==> src/rtl/mem_port_arbiter.sv <==
// Arbitrates a single-ported unified memory between instruction fetch (IF) and data memory (DM).
// Build option: define ARB_ROUND_ROBIN_EN for alternating priority on contention.
module mem_port_arbiter #(
  parameter int unsigned MEM_LATENCY = 2,
  parameter int unsigned ADDR_W      = 32,
  parameter int unsigned DATA_W      = 32
) (
  input  logic              clk_i,
  input  logic              rst_i,
  // Instruction fetch port (read only)
  input  logic              if_req_i,
  input  logic [ADDR_W-1:0] if_addr_i,
  output logic              if_ready_o,
  output logic [DATA_W-1:0] if_rdata_o,
  // Data memory port
  input  logic              dm_req_i,
  input  logic              dm_we_i,
  input  logic [ADDR_W-1:0] dm_addr_i,
  input  logic [DATA_W-1:0] dm_wdata_i,
  output logic              dm_ready_o,
  output logic [DATA_W-1:0] dm_rdata_o,
  // Memory side
  output logic              mem_req_o,
  output logic              mem_we_o,
  output logic [ADDR_W-1:0] mem_addr_o,
  output logic [DATA_W-1:0] mem_wdata_o,
  input  logic [DATA_W-1:0] mem_rdata_i,
  // Pipeline hazard control
  output logic              stall_o
);

  localparam logic [3:0] CntInit = 4'(MEM_LATENCY - 1);

  typedef enum logic [1:0] {StIdle, StBusy, StDone} state_e;
  typedef enum logic {OwnIf, OwnDm} owner_e;

  state_e            state_q, state_d;
  owner_e            owner_q, owner_d;
  logic              we_q, we_d;
  logic [ADDR_W-1:0] addr_q, addr_d;
  logic [DATA_W-1:0] wdata_q, wdata_d;
  logic [3:0]        cnt_q, cnt_d;
  logic [DATA_W-1:0] if_rdata_q, if_rdata_d;
  logic [DATA_W-1:0] dm_rdata_q, dm_rdata_d;

  logic any_req;
  logic grant_dm;
  logic busy;

  assign any_req = if_req_i | dm_req_i;

`ifdef ARB_ROUND_ROBIN_EN
  owner_e last_owner_q, last_owner_d;

  // On contention the requester that was not served last wins.
  assign grant_dm = dm_req_i & (~if_req_i | (last_owner_q == OwnIf));

  always_comb begin
    last_owner_d = last_owner_q;
    if (state_q == StIdle && any_req) begin
      last_owner_d = grant_dm ? OwnDm : OwnIf;
    end
  end

  always_ff @(posedge clk_i or posedge rst_i) begin
    if (rst_i) begin
      last_owner_q <= OwnIf;
    end else begin
      last_owner_q <= last_owner_d;
    end
  end
`else
  // DM belongs to the older instruction, so it always wins.
  assign grant_dm = dm_req_i;
`endif

  always_comb begin
    state_d    = state_q;
    owner_d    = owner_q;
    we_d       = we_q;
    addr_d     = addr_q;
    wdata_d    = wdata_q;
    cnt_d      = cnt_q;
    if_rdata_d = if_rdata_q;
    dm_rdata_d = dm_rdata_q;

    unique case (state_q)
      StIdle: begin
        if (any_req) begin
          owner_d = grant_dm ? OwnDm : OwnIf;
          we_d    = grant_dm & dm_we_i;
          addr_d  = grant_dm ? dm_addr_i : if_addr_i;
          wdata_d = grant_dm ? dm_wdata_i : '0;
          cnt_d   = CntInit;
          state_d = StBusy;
        end
      end
      StBusy: begin
        if (cnt_q == 4'd0) begin
          if (!we_q) begin
            if (owner_q == OwnDm) begin
              dm_rdata_d = mem_rdata_i;
            end else begin
              if_rdata_d = mem_rdata_i;
            end
          end
          state_d = StDone;
        end else begin
          cnt_d = cnt_q - 4'd1;
        end
      end
      // Unconditional return to idle keeps a still-high req from being re-granted here.
      StDone: begin
        state_d = StIdle;
      end
      default: begin
        state_d = StIdle;
      end
    endcase
  end

  always_ff @(posedge clk_i or posedge rst_i) begin
    if (rst_i) begin
      state_q    <= StIdle;
      owner_q    <= OwnIf;
      we_q       <= 1'b0;
      addr_q     <= '0;
      wdata_q    <= '0;
      cnt_q      <= 4'd0;
      if_rdata_q <= '0;
      dm_rdata_q <= '0;
    end else begin
      state_q    <= state_d;
      owner_q    <= owner_d;
      we_q       <= we_d;
      addr_q     <= addr_d;
      wdata_q    <= wdata_d;
      cnt_q      <= cnt_d;
      if_rdata_q <= if_rdata_d;
      dm_rdata_q <= dm_rdata_d;
    end
  end

  // Memory outputs are decoded from state so reset drops them without waiting for a clock.
  always_comb begin
    busy        = (state_q == StBusy);
    mem_req_o   = busy;
    mem_we_o    = busy & we_q;
    mem_addr_o  = busy ? addr_q : '0;
    mem_wdata_o = busy ? wdata_q : '0;
    if_ready_o  = (state_q == StDone) && (owner_q == OwnIf);
    dm_ready_o  = (state_q == StDone) && (owner_q == OwnDm);
    if_rdata_o  = if_rdata_q;
    dm_rdata_o  = dm_rdata_q;
    stall_o     = (if_req_i & ~if_ready_o) | (dm_req_i & ~dm_ready_o);
  end

endmodule

==> config.mk <==
export PLATFORM = sky130hd
export DESIGN_NAME = mem_port_arbiter
export DESIGN_NICKNAME = d
export VERILOG_FILES = /design/src/rtl/mem_port_arbiter.sv
export SDC_FILE = /design/constraint.sdc
export NUM_CORES = 1
export LEC_CHECK = 0
export BUFFER_PORTS_ARGS = -buffer_cell sky130_fd_sc_hd__clkbuf_2
export CORE_ASPECT_RATIO = 1.75
export CORE_MARGIN = 5
export CORE_UTILIZATION = 36
export DETAILED_ROUTE_END_ITERATION = 8
export PLACE_DENSITY_LB_ADDON = 0.2
export SLEW_MARGIN = 5
export SYNTH_ARGS = -nofsm -noshare
export SYNTH_HDL_FRONTEND = slang
export SYNTH_SLANG_ARGS = --single-unit
==> constraint.sdc <==
create_clock -name clk_i -period 8.9 [get_ports clk_i]
set_input_delay 0.89 -clock clk_i [delete_from_list [all_inputs] [get_ports clk_i]]
set_output_delay 0.89 -clock clk_i [all_outputs]
set_load 0.005 [all_outputs]
Word-level counts from Yosys, hierarchy flattened
Cells that the tools add are included.
{"block": "word_totals", "reg_bits": 136, "latch_bits": 0, "mem_bits_rw": 0, "romBits": 0, "input_bits": 133, "n_memories": 0}
{"block": "op_classes", "add_sub_neg": 1, "n_mul": 0, "n_div": 0, "magnitude_cmp": 0, "eq_ne": 5, "shifts": 0, "muxes": 11, "n_bitwise": 10, "reduce_logical": 10}
{"op": "2-to-1 mux 32 bit", "count": 4}
{"op": "2-to-1 mux 4 bit", "count": 2}
{"op": "case mux 4 bit (2 select lines)", "count": 1}
{"op": "AND reduction 4 bit", "count": 2}
{"op": "bitwise AND 1 bit", "count": 4}
{"op": "zero test 4 bit", "count": 1}
{"op": "2-to-1 mux 2 bit", "count": 2}
{"op": "!= test 2 bit, second input constant", "count": 2}
{"op": "inverter 1 bit", "count": 4}
{"op": "case mux 2 bit (2 select lines)", "count": 1}
{"op": "AND reduction 2 bit", "count": 2}
{"op": "subtractor 4 x 1 -> 4 bit, second input constant", "count": 1}
{"op": "AND reduction 3 bit", "count": 1}
{"op": "equality test 2 x 1 -> 1 bit, second input constant", "count": 1}
{"op": "equality test 2 bit, second input constant", "count": 1}
{"op": "logical AND 1 bit", "count": 2}
{"op": "zero test 2 bit", "count": 1}
{"op": "!= test 2 x 1 -> 1 bit, second input constant", "count": 1}
{"op": "bitwise OR 1 bit", "count": 2}
{"op": "nonzero test 2 bit", "count": 1}
{"op": "2-to-1 mux 1 bit", "count": 1}

Logic depth before layout (Yosys ltp)
Gate-level depths: netlist (run 1).
{"block": "depth", "ltp_word": 5, "mapped_depth": 7}

Worst setup path after synthesis (run 1)
Ideal clock, no wire load.
{"block": "synth_path", "path_kind": "input port to output port", "start": "in dm_req_i", "end": "out stall_o", "arrival_ns": 1.343, "required_time_ns": 8.010, "setup_slack_ns": 6.667, "path_stages": 3, "n_path_buf": 1, "cell_sequence": "clkbuf_1 -> inv_1 -> o22ai_1"}
{"block": "synth_via", "elab_chain_len": 2}
{"element": "start: declaration", "line_no": "16", "source": "input logic dm_req_i,"}
{"element": "bitwise AND 1 bit", "line_no": "155", "source": "stall_o = (if_req_i & ~if_ready_o) | (dm_req_i & ~dm_ready_o);"}
{"element": "bitwise OR 1 bit", "line_no": "155"}
{"element": "end: declaration", "line_no": "29", "source": "output logic stall_o"}
Every way passes these cells.

Worst setup path after layout (run 1)
{"block": "layout_path", "start": "reg state_q[1]", "end": "out mem_wdata_o[16]"}
{"block": "layout_via", "elab_chain_len": 2}
{"element": "start: declaration", "line_no": "37", "source": "state_e state_q, state_d;"}
{"element": "start signal: assignment", "line_no": "124", "source": "state_q <= StIdle;"}
{"element": "start signal: assignment", "line_no": "133", "source": "state_q <= state_d;"}
{"element": "equality test 2 x 1 -> 1 bit", "line_no": "146", "source": "busy = (state_q == StBusy);"}
{"element": "2-to-1 mux 32 bit", "line_no": "150", "source": "mem_wdata_o = busy ? wdata_q : '0;"}
{"element": "end: declaration", "line_no": "26", "source": "output logic [DATA_W-1:0] mem_wdata_o,"}
Every way passes these cells.

==> flow_metrics.py, run 1 <==
metrics = {
    "outcome": {
        "status": "finished, final reports clean",
    },
    "sta": {
        "finalSetupViolations": 0,
        "finalCritPeriodShare_pct": 32.6,
        "final.setup_skew_ns": 0.00922,
        "fin_crit_ns": 2.90,
        "setup_tns_ns": 0,
        "drv_slew": 0,
        "rsz0062_at_grt": "no",
        "final_hold_viol_count": 0,
        "fmax_ghz": 0.345,
        "maxSlewHeadroom_pct": 23.8,
        "worst_pin_slew_ns": 1.14,
    },
    "logic_synthesis": {
        "synth_edf_count": 0,
        "synth_top_area_share_pct": 56.6,
        "syn-instance-count": 467,
        "ys.flop_type": "dfrtp_1",
        "synth_area_leader_cell": "dfrtp_1",
        "synth.area.top_cells": "dfrtp_1, mux2_4, and2_1",
        "synth_area_mm2": 0.00601,
        "syn_nets": 602,
        "ys_seq_elements": 136,
        "async_flop_share_pct": 100,
        "yosys_warnings": 0,
        "synth.distinct_cells": 31,
        "avgSynthCellArea_um2": 12.9,
        "ys_seq_area_share_pct": 56.6,
    },
    "place": {
        "place_congestion": 0.789,
        "io_buffers": 265,
        "hpwl_um": 11800,
    },
    "setup_path": {
        "cp-end-kind": "output port",
        "crit_required_ns": 8.01,
        "startpoint": "state_q[1]",
        "start_kind": "flop",
        "timing.rr.start": "cnt_q[0]",
        "critPathArrivalTime_ns": 2.01,
        "reg2reg_slack_ns": 6.48,
        "worst-path-max-fanout": 69,
        "path_class": "reg2out",
    },
    "floorplan": {
        "rows": 62,
        "die_w_um": 108,
        "initial_core_util_pct": 36.5,
        "die-area_mm2": 0.0195,
        "dieHeight_um": 181,
        "core_area_mm2": 0.0164,
        "ios": 266,
    },
    "clocking": {
        "clock_latency_ns": 0.40,
        "cts_root_buf": "clkbuf_16",
        "cts_made_buffers": 17,
        "postCtsHoldBufs": 0,
        "htree_levels": 4,
        "cts_tree": "built",
        "clk_pin_slew_ns": 0.06,
        "cts_max_path_buffers": 2,
        "cts_resized": 0,
        "post_cts_buffers": 0,
        "clock-sinks": 136,
    },
    "cells_and_area": {
        "drive_above_1_share_pct": 51.0,
        "area_growth_pct": 36.3,
        "n_antenna_cell": 0,
        "final_nets": 857,
    },
    "global_route": {
        "grt.total_usage_pct": 16.6,
        "grt_max_degree": 74,
        "grt_pass1_vias": 5168,
        "antenna_found_initial": 0,
        "grt.overflow.total": 0,
        "grt_pass1_wl_um": 26000,
    },
    "routing": {
        "route.vias.total": 4645,
        "finalWirelength_um": 16000,
        "wl_per_cell_um": 16.7,
        "dr.first_iter.drc_count": 150,
        "vias_per_cell": 4.84,
        "ant_nets": 0,
        "dr.pass1.iters": 4,
        "drc": 0,
    },
    "power_and_ir_drop": {
        "peakVddDrop_uv": 157,
        "static-leakage-power_uw": 0.00425,
        "power_uw": 3040,
        "powerDensity_mw_per_mm2": 371,
    },
    "min_path": {
        "hold_start": "wdata_q[25]",
        "hp-class": "reg2reg",
    },
    "job": {
        "cap_violations": 0,
    },
}
cells by family (layout without fill, tap and decap cells):
| group | count (synthesis) | after routing | share of synthesized area (%) |
|---|---|---|---|
| compound gates | 105 | 105 | 11.1 |
| fa+ha+maj | 2 | 2 | 0.416 |
| buf+inv | 41 | 309 | 3.50 |
| mux | 97 | 97 | 19.4 |
| simple gates | 86 | 86 | 8.95 |
| flops | 136 | 136 | 56.6 |
sequential cells by signal, indices dropped and copies added (netlist names):
register	cells
owner_q	1
state_q	2
if_rdata_o	32
wdata_q	32
cnt_q	4
we_q	1
addr_q	32
dm_rdata_o	32
layer usage:
| metal | vias to the layer above | track usage, % | part of all wire (%) |
|---|---|---|---|
| li1 | 2161 | - | - |
| met1 | 2266 | 18.9 | 38 |
| met2 | 189 | 29.4 | 53 |
| met3 | 29 | 3.96 | 5.5 |
| met4 | 0 | 6.83 | 2.6 |
| met5 | - | 0 | 0 |
metrics by stage:
stage / util [%] / setup WS (ns) / hold WS [ns] / instances / area, µm²
floorplan: - / 4.37 / 0.465 / 467 / 6010
detailed placement: 45.6 / 6.07 / 0.483 / 927 / 7490
finish: 49.8 / 6.00 / 0.498 / 959 / 8190
global route: 49.8 / 5.80 / 0.508 / 959 / 8190
global placement: 45.6 / 6.13 / 0.480 / 927 / 7490
CTS: 49.8 / 5.95 / 0.502 / 959 / 8190
cell usage after synthesis (2+ instances only):
cell type  instances
dfrtp_1          136
o21ai_0           66
and2_1            65
mux2_2            35
a22o_1            33
mux2i_1           32
mux2_4            30
clkbuf_1          25
buf_1              6
inv_1              6
nor2_1             4
buf_12             3
nand2_1            3
nor3_1             3
ha_1               2
nor3b_1            2
o22ai_1            2
path summary, 6_finish.rpt:
kind,depth (start not counted),to
max in group asynchronous,3,if_rdata_o[4]
hold reg to reg,1,wdata_q[25]
setup reg to reg,5,if_rdata_o[5]
hold / removal,1,wdata_q[25]
min in group asynchronous,2,wdata_q[14]
setup / recovery,5,mem_wdata_o[16]
layout by cell type, fill, tap and decap left out, drive strengths merged:
cell	count
clkbuf	284
dfrtp	136
o21ai	66
and2	65
mux2	65
a22o	33
mux2i	32
inv	11
bufinv	7
buf	6
nor2	4
nand2	3
nor3	3
nor3b	2
o22ai	2
ha	2
nand2b	1
nand4b	1
or2	1
or3b	1
or4	1
o221ai	1
nand3b	1
nor2b	1
a31o	1
and3b	1
and2b	1
a32o	1
a21o	1
clkinv	1
layout make-up:
type / count / area, µm²
sequential: 136 / 3400
tap: 224 / 280
fill: 1532 / 8260
timing repair buffer: 271 / 1370
clock buffer: 19 / 433
inverter: 6 / 27.5
clock inverter: 13 / 263
multi-input combinational: 290 / 2410
critical path, cell delays in order, from the launching register on:
cell and delay [ns]:
dfrtp_1 0.41, nand2b_1 0.24, inv_1 0.08, buf_4 0.46
and2_1 0.25, clkbuf_2 0.13
power breakdown:
group | internal, µW | switching [µW] | total [µW] | leakage (µW)
combinational | 598 | 526 | 1120 | 0.00227
clock | 560 | 280 | 840 | 0.000338
sequential | 919 | 157 | 1080 | 0.00165
total | 2080 | 963 | 3040 | 0.00425
Note: power is estimated with default switching activity, not from simulation.
==> run 2: changes to the inputs <==
==> constraint.sdc (replaced) <==
create_clock -name clk_i -period 2.8 [get_ports clk_i]
set_input_delay 0.28 -clock clk_i [delete_from_list [all_inputs] [get_ports clk_i]]
set_output_delay 0.28 -clock clk_i [all_outputs]
set_load 0.005 [all_outputs]
==> flow_metrics.py, run 2 (synthesis gave the netlist of run 1 again) <==
metrics = {
    "sta": {
        "fmax_ghz": 0.410,
        "fin_crit_ns": 2.44,
        "worst_pin_slew_ns": 0.660,
        "rsz0062_at_grt": "no",
        "maxSlewHeadroom_pct": 55.8,
        "final_hold_viol_count": 0,
        "drv_slew": 0,
        "finalCritPeriodShare_pct": 87.1,
        "final.setup_skew_ns": 0.00784,
        "finalSetupViolations": 0,
        "setup_tns_ns": 0,
    },
    "clocking": {
        "cts_max_path_buffers": 2,
        "post_cts_buffers": 0,
        "clock_latency_ns": 0.40,
        "htree_levels": 4,
        "clock-sinks": 136,
        "cts_tree": "built",
        "cts_root_buf": "clkbuf_16",
        "clk_pin_slew_ns": 0.06,
        "cts_made_buffers": 17,
    },
    "cells_and_area": {
        "drive_above_1_share_pct": 51.3,
        "stdcell_area_mm2": 0.00822,
        "area_growth_pct": 36.8,
        "final_nets": 861,
        "layout.cells.most_common": "clkbuf_2",
        "num-fill-cells": 1553,
        "layout_common_cells": "clkbuf_2, dfrtp_1, o21ai_0, and2_1, mux2_2",
        "final-seq-area_mm2": 0.00340,
        "multi_input_area_mm2": 0.00241,
        "n_antenna_cell": 0,
    },
    "routing": {
        "route.vias.total": 4654,
        "wl_met1_um": 6220,
        "top_layer_used": "met4",
        "drc": 0,
        "wl_per_cell_um": 16.8,
        "vias_per_cell": 4.83,
        "dr.pass1.iters": 4,
        "dr.first_iter.drc_count": 220,
        "ant_nets": 0,
        "route.met2.wl_um": 8730,
        "dr_wl_met3_um": 920,
        "finalWirelength_um": 16200,
    },
    "floorplan": {
        "initial_core_util_pct": 36.5,
        "dieHeight_um": 181,
        "rows": 62,
        "ios": 266,
        "core_area_mm2": 0.0164,
        "die_w_um": 108,
        "die-area_mm2": 0.0195,
    },
    "job": {
        "cap_violations": 0,
    },
    "min_path": {
        "hp-class": "in2reg",
        "hold_start": "dm_wdata_i[28]",
        "hold_depth": 2,
        "hold_path_end": "wdata_q[28]",
    },
    "power_and_ir_drop": {
        "switchingPower_uw": 3060,
        "power_uw": 9540,
        "powerDensity_mw_per_mm2": 1160,
        "clkPwrFrac_pct": 26.4,
        "combPwrFrac_pct": 37.8,
        "p_seq_share_pct": 35.9,
        "internal-power_uw": 6490,
        "static-leakage-power_uw": 0.00426,
        "peakVddDrop_uv": 414,
        "swShare_pct": 32.0,
    },
    "setup_path": {
        "crit_required_ns": 2.52,
        "reg2reg_slack_ns": 0.36,
        "start_kind": "flop",
        "critPathArrivalTime_ns": 2.16,
        "timing.rr.start": "cnt_q[0]",
        "path_class": "reg2out",
        "r2r.worst_path.cells": 5,
        "worstReg2RegEnd": "if_rdata_o[6]",
        "cp-end-kind": "output port",
        "worst-path-max-fanout": 36,
    },
    "place": {
        "hpwl_um": 11900,
        "place_congestion": 0.745,
        "io_buffers": 265,
        "place_area_mm2": 0.00754,
    },
    "global_route": {
        "grt_max_degree": 72,
        "grt_pass1_vias": 5115,
        "grt_pass1_wl_um": 26300,
        "antenna_found_initial": 0,
        "grt.overflow.total": 0,
        "grt.total_usage_pct": 17.0,
    },
    "outcome": {
        "status": "finished, final reports clean",
    },
}
[run 2: per-layer routing]
layer,GRT usage [%],vias to the layer above
li1,-,2165
met1,19.2,2295
met2,30.8,172
met3,3.75,22
met4,6.07,0
met5,0,-
[run 2: critical path, stage by stage, from the launching register on]
cell	delay [ns]
dfrtp_1	0.42
nand2b_1	0.25
inv_1	0.09
buf_4	0.28
buf_4	0.38
and2_1	0.22
clkbuf_2	0.12
[run 2: worst max-delay path by stage]
stage               start        endpoint  slack [ns]  cells past startpoint
2_1_floorplan    cnt_q[0]   if_rdata_o[0]        0.62                      7
3_3_place_gp     cnt_q[0]   if_rdata_o[6]        0.46                      5
3_5_place_dp     cnt_q[0]   if_rdata_o[6]        0.38                      5
4_1_cts        state_q[1]  mem_addr_o[18]        0.32                      6
5_1_grt        state_q[1]  mem_addr_o[19]        0.18                      6
6_report       state_q[1]  mem_addr_o[18]        0.36                      6
[run 2: metrics by stage]
stage / utilization (%) / hold slack, ns / std cells / setup WS [ns]
floorplan: - / 0.413 / 467 / 0.623
global placement: 45.8 / 0.282 / 930 / 0.465
detailed placement: 45.8 / 0.293 / 930 / 0.375
CTS: 50.0 / 0.0726 / 963 / 0.319
global route: 50.0 / 0.0753 / 963 / 0.177
finish: 50.0 / 0.0923 / 963 / 0.360
[run 2: area by class of cell]
class / count / share of cell area, %
clock inverter: 12 / 2.56
multi-input combinational: 290 / 29.3
clock buffer: 20 / 5.56
sequential: 136 / 41.4
tap: 224 / 3.41
timing repair buffer: 275 / 17.4
inverter: 6 / 0.320
[run 2: repair_timing]
action,4_1_cts,5_1_grt
hold endpoints to repair,14,0
resized for setup,0,0
hold buffers,1,0
[run 2: power by group through the flow]
| stage | sequential, µW | combinational [µW] | clock, µW |
|---|---|---|---|
| 4_1_cts | 3430 | 3690 | 2590 |
| 2_1_floorplan | 3370 | 2140 | 0 |
| 3_3_place_gp | 3420 | 3580 | 0 |
| 5_1_grt | 3540 | 3990 | 2670 |
| 3_5_place_dp | 3460 | 3680 | 0 |
| 6_report | 3430 | 3600 | 2510 |
